## src/rtl/dmem_arbiter.sv

```systemverilog
// dmem_arbiter: shares one datamem port between the CPU (r0) and DMA/debug (r1).
// Each access takes three cycles: latch, one memory cycle, one completion cycle.
module dmem_arbiter #(
  parameter int MAX_BURST = 4
) (
  input  logic        clk,
  input  logic        reset,
  input  logic        r0_req,
  input  logic        r0_we,
  input  logic [63:0] r0_addr,
  input  logic [63:0] r0_wdata,
  input  logic [3:0]  r0_size,
  input  logic        r1_req,
  input  logic        r1_we,
  input  logic [63:0] r1_addr,
  input  logic [63:0] r1_wdata,
  input  logic [3:0]  r1_size,
  output logic        gnt0,
  output logic        gnt1,
  output logic        done0,
  output logic        done1,
  output logic        err,
  output logic [63:0] rdata,
  output logic [63:0] mem_addr,
  output logic        mem_wr_en,
  output logic        mem_rd_en,
  output logic [63:0] mem_wr_data,
  output logic [3:0]  mem_xfer_size,
  input  logic [63:0] mem_rd_data
);

  typedef enum logic [1:0] {
    IDLE,
    ISSUE,
    RESP
  } state_t;

  localparam logic [3:0] MB = 4'(MAX_BURST);

  state_t      state, state_d;
  logic [3:0]  burst_cnt, burst_cnt_d;
  logic        id_q, id_d;
  logic        we_q, we_d;
  logic        ill_q, ill_d;

  logic        gnt0_d, gnt1_d, done0_d, done1_d, err_d;
  logic [63:0] rdata_d, mem_addr_d, mem_wr_data_d;
  logic        mem_wr_en_d, mem_rd_en_d;
  logic [3:0]  mem_xfer_size_d;

  logic        pick1;
  logic        sel_we;
  logic [63:0] sel_addr, sel_wdata;
  logic [3:0]  sel_size;
  logic        sel_ok;

  // r1 wins when alone or when r0 has used up its burst allowance
  assign pick1     = r1_req && (!r0_req || burst_cnt == MB);
  assign sel_we    = pick1 ? r1_we    : r0_we;
  assign sel_addr  = pick1 ? r1_addr  : r0_addr;
  assign sel_wdata = pick1 ? r1_wdata : r0_wdata;
  assign sel_size  = pick1 ? r1_size  : r0_size;

  always_comb begin
    sel_ok = 1'b0;
    case (sel_size)
      4'd1:    sel_ok = 1'b1;
      4'd2:    sel_ok = (sel_addr[0] == 1'b0);
      4'd4:    sel_ok = (sel_addr[1:0] == 2'b00);
      4'd8:    sel_ok = (sel_addr[2:0] == 3'b000);
      default: sel_ok = 1'b0;
    endcase
  end

  always_comb begin
    state_d         = state;
    burst_cnt_d     = burst_cnt;
    id_d            = id_q;
    we_d            = we_q;
    ill_d           = ill_q;
    gnt0_d          = 1'b0;
    gnt1_d          = 1'b0;
    done0_d         = 1'b0;
    done1_d         = 1'b0;
    err_d           = 1'b0;
    rdata_d         = '0;
    mem_addr_d      = '0;
    mem_wr_en_d     = 1'b0;
    mem_rd_en_d     = 1'b0;
    mem_wr_data_d   = '0;
    mem_xfer_size_d = '0;
    unique case (state)
      IDLE: begin
        if (r0_req || r1_req) begin
          state_d = ISSUE;
          id_d    = pick1;
          we_d    = sel_we;
          ill_d   = !sel_ok;
          gnt0_d  = !pick1;
          gnt1_d  = pick1;
          if (pick1 || !r1_req)
            burst_cnt_d = '0;
          else if (burst_cnt != MB)
            burst_cnt_d = burst_cnt + 4'd1;
          // rejected requests never reach the memory port
          if (sel_ok) begin
            mem_addr_d      = sel_addr;
            mem_wr_data_d   = sel_wdata;
            mem_xfer_size_d = sel_size;
            mem_wr_en_d     = sel_we;
            mem_rd_en_d     = !sel_we;
          end
        end
      end
      ISSUE: begin
        state_d = RESP;
        done0_d = !id_q;
        done1_d = id_q;
        err_d   = ill_q;
        if (!ill_q && !we_q)
          rdata_d = mem_rd_data;
      end
      RESP: begin
        state_d = IDLE;
      end
      default: begin
        state_d = IDLE;
      end
    endcase
  end

  always_ff @(posedge clk or posedge reset) begin
    if (reset) begin
      state     <= IDLE;
      burst_cnt <= '0;
      id_q      <= 1'b0;
      we_q      <= 1'b0;
      ill_q     <= 1'b0;
    end else begin
      state     <= state_d;
      burst_cnt <= burst_cnt_d;
      id_q      <= id_d;
      we_q      <= we_d;
      ill_q     <= ill_d;
    end
  end

  always_ff @(posedge clk or posedge reset) begin
    if (reset) begin
      gnt0          <= 1'b0;
      gnt1          <= 1'b0;
      done0         <= 1'b0;
      done1         <= 1'b0;
      err           <= 1'b0;
      rdata         <= '0;
      mem_addr      <= '0;
      mem_wr_en     <= 1'b0;
      mem_rd_en     <= 1'b0;
      mem_wr_data   <= '0;
      mem_xfer_size <= '0;
    end else begin
      gnt0          <= gnt0_d;
      gnt1          <= gnt1_d;
      done0         <= done0_d;
      done1         <= done1_d;
      err           <= err_d;
      rdata         <= rdata_d;
      mem_addr      <= mem_addr_d;
      mem_wr_en     <= mem_wr_en_d;
      mem_rd_en     <= mem_rd_en_d;
      mem_wr_data   <= mem_wr_data_d;
      mem_xfer_size <= mem_xfer_size_d;
    end
  end

endmodule

```

## config.mk

```make
export PLATFORM = sky130hd
export DESIGN_NAME = dmem_arbiter
export DESIGN_NICKNAME = d
export VERILOG_FILES = /design/src/rtl/dmem_arbiter.sv
export SDC_FILE = /design/constraint.sdc
export NUM_CORES = 1
export LEC_CHECK = 0
export BUFFER_PORTS_ARGS = -buffer_cell sky130_fd_sc_hd__buf_2
export CAP_MARGIN = 10
export CORE_AREA = 4 4 209 211
export DETAILED_ROUTE_END_ITERATION = 8
export DIE_AREA = 0 0 213 215
export GPL_TIMING_DRIVEN = 0
export PLACE_DENSITY = 0.41
export SETUP_SLACK_MARGIN = 0.02
export SLEW_MARGIN = 25
export SYNTH_ARGS = -nofsm -noshare
export SYNTH_HDL_FRONTEND = slang
export SYNTH_SLANG_ARGS = --single-unit
```

## constraint.sdc

```tcl
create_clock -name clk -period 9.7 [get_ports clk]
set_clock_uncertainty 0.2 [all_clocks]
set_input_delay 0.97 -clock clk [delete_from_list [all_inputs] [get_ports clk]]
set_output_delay 0.97 -clock clk [all_outputs]
set_load 0.02 [all_outputs]
```

==> results.py <==
metrics = {
    "placed_design": {
        "place_congestion": 0.771,
        "dp_hpwl_um": 25400,
        "io_buffers": 536,
        "placement.setup.worst_slack_ps": 6080,
    },
    "clocking": {
        "htreeDepth": 1,
        "clock_sinks": 212,
        "root_buffer": "clkbuf_16",
        "cts_tree": "done",
        "insertion_delay_ps": 550,
        "clockBufferDepth": 3,
        "cts.clk_slew.worst_paths_ps": 60,
        "postCtsSetupBuffers": 0,
        "cts_resized": 0,
        "cts_hold_buffers": 0,
        "cts-buffers-inserted": 27,
    },
    "timing": {
        "period_minus_slack_ps": 3000,
        "finalMaxSlewViolations": 0,
        "period_share": 0.310,
        "fin_ws_ps": 6700,
        "worst_pin_slew_ps": 817,
        "setup_viol": 0,
        "timing.slew.headroom": 0.451,
        "max_freq_mhz": 333,
        "hold_viol_final": 0,
        "rsz0062_at_grt": "no",
    },
    "synth": {
        "ys_ff_latch": 212,
        "syn_inst": 511,
        "ys_warn_count": 0,
        "seq_area_frac_synth": 0.704,
        "synth.distinct_cells": 31,
        "avgSynthCellArea_sq_um": 14.7,
        "syn_area_sq_um": 7530,
        "syn-num-nets": 847,
    },
    "routing": {
        "drt_first_pass_iters": 4,
        "vias": 6617,
        "drt-total-wl_um": 32500,
        "wire_per_inst_um": 19.8,
        "drc_errors": 0,
        "detail-route-antenna-nets": 0,
        "drt-initial-drc-count": 285,
        "vias_per_cell": 4.04,
    },
    "cells_and_area": {
        "area_growth_syn_to_layout_pct": 56.4,
        "fin_nets": 1414,
        "drive_above_1_share": 0.556,
        "regArea_sq_um": 5310,
        "num-fill-cells": 4416,
        "multi_input_area_sq_um": 1990,
    },
    "die": {
        "core.rowCount": 75,
        "ios": 537,
        "die_area_sq_um": 45800,
        "die_x_um": 213,
        "die_h_um": 215,
        "initial_utilization": 0.180,
        "core_area_sq_um": 41800,
    },
    "setup_path": {
        "crit_cells": 8,
        "cp.required_ps": 9960,
        "critPathMaxStageDelay_ps": 760,
        "cp_max_fo": 10,
        "r2r-end": "mem_wr_data[13]",
        "cp-end-kind": "flip-flop",
        "path_buf_inv": 3,
        "crit_end": "mem_wr_data[13]",
        "start_kind": "flip-flop",
        "ff2ff_setup_slack_ps": 6700,
        "path_delay_family": "simple AND/OR/NAND/NOR gates",
        "rr_worst_depth": 8,
        "critPathLaunch": "burst_cnt[0]",
        "worstPathArrival_ps": 3260,
        "path_cells": "inv_1, ha_1, nand3b_1, o211ai_1, nor4_4, buf_2, buf_4, a32o_1",
        "cpMaxStageDelayCell": "nor4_4",
        "rr_startpoint": "burst_cnt[0]",
        "critPathKind": "reg2reg",
    },
    "pwr": {
        "p_leak_nw": 6.65,
        "p_per_area_nw_per_um2": 184,
        "ir_worst_vdd_v": 0.000101,
        "p_total_mw": 2.17,
    },
    "global_route": {
        "grt_pass1_wl_um": 46400,
        "track_usage": 0.134,
        "grt_pass1_vias": 7368,
        "grt-ovfl-total": 0,
        "antenna_found_initial": 5,
        "grt_max_degree": 86,
    },
    "hold_path": {
        "hold_depth": 1,
        "worstHoldPathType": "reg2reg",
    },
    "status": {
        "status": "finished, final reports clean",
    },
    "job": {
        "drv_cap": 0,
    },
}
==> worst min-delay path by stage <==
stage	from	end	slack, ps
after floorplan	id_q	done0	220
after global placement	id_q	done0	250
after detailed placement	id_q	done0	240
after CTS	id_q	done0	250
after global routing	id_q	done0	290
final	id_q	done0	240
==> Yosys cell counts <==
master,count,area [sq um]
ha_1,2,25.0
nor2_1,9,33.8
o22ai_1,1,6.26
o211ai_1,2,15.0
a21o_1,2,15.0
nand2_1,3,11.3
nor3_1,3,15.0
inv_2,2,7.51
nand3b_1,1,7.51
inv_1,8,30.0
buf_4,6,45.0
and2_1,67,419
mux2i_2,1,13.8
buf_2,20,100
o21ai_0,4,20.0
mux2i_1,1,10.0
a21oi_1,1,5.00
or3_1,2,12.5
a21oi_2,1,8.76
nor4_1,4,25.0
nor4b_4,1,23.8
or4_1,1,7.51
dfrtp_1,212,5310
a22o_1,68,596
o21ai_1,2,10.0
nor4_4,1,21.3
nand3_1,3,15.0
a32o_1,66,661
nand2b_1,1,6.26
clkbuf_1,15,56.3
nand4_1,1,6.26
==> metal layers <==
| metal | track usage | share of wire | up-vias | routed length, um |
|---|---|---|---|---|
| met2 | 0.240 | 0.50 | 362 | 16200 |
| met4 | 0.0455 | 0.030 | 4 | 975 |
| met1 | 0.146 | 0.36 | 3160 | 11800 |
| li1 | - | - | 3034 | - |
| met3 | 0.0486 | 0.11 | 57 | 3450 |
| met5 | 0 | 0.00059 | - | 19 |
==> flip-flops by register name, summed over array words and instances, names as in the netlist <==
register       count
burst_cnt          4
mem_wr_data       64
done1              1
err                1
gnt0               1
done0              1
gnt1               1
id_q               1
ill_q              1
we_q               1
mem_xfer_size      4
mem_wr_en          1
state              2
mem_rd_en          1
mem_addr          64
rdata             64
==> final cells by class <==
| type | instances | share of cell area |
|---|---|---|
| repair buffers | 538 | 0.232 |
| plain buffers | 41 | 0.0171 |
| flip-flops and latches | 212 | 0.450 |
| multi-input cells | 248 | 0.169 |
| clock inverters | 7 | 0.00382 |
| clock buffers | 41 | 0.0652 |
| inverters | 10 | 0.00382 |
| diodes | 3 | 0.000637 |
| well taps | 539 | 0.0573 |
==> cell usage in the layout, fill, tap and decap left out, types with 3 or more instances in the layout <==
master	count
a32o_1	66
nand3_1	3
buf_4	6
clkbuf_8	4
buf_2	556
a22o_1	68
nor4_1	4
and2_1	67
nor2_1	9
dfrtp_1	212
diode_2	3
clkbuf_1	25
inv_1	7
clkbuf_16	27
nand2_1	3
clkinv_2	4
o21ai_0	4
==> worst register-to-register path, cell delays in order (launching register included) <==
cell and delay (ps):
dfrtp_1 380, inv_1 70, ha_1 190, nand3b_1 140, o211ai_1 240, nor4_4 760
buf_2 460, buf_4 260, a32o_1 210
==> power breakdown <==
part / switching, mW / internal, mW
clock: 0.385 / 0.543
combinational: 0.180 / 0.115
sequential: 0.0161 / 0.931
==> cells by family (layout without fill, tap and decap cells) <==
kind of cell             Yosys count  after routing  synth area share
AO/OA/AOI/OAI                    147            147             0.177
adder cells (fa/ha/maj)            2              2           0.00332
multiplexers                       2              2           0.00316
flip-flops                       212            212             0.704
buffers and inverters             51            637            0.0317
AND/OR/NAND/NOR                   97             97            0.0802
other                              0              3                 0
==> stage by stage <==
stage	instances	setup TNS [ps]	hold WS (ps)	utilization	cell area [sq um]
detailed placement	1588	0	242	0.262	11000
floorplan	511	0	218	-	7530
CTS	1636	0	249	0.282	11800
global placement	1586	-77460	246	0.261	10900
global route	1637	0	289	0.282	11800
finish	1639	0	245	0.282	11800
Note: power is estimated with default switching activity, not from simulation.
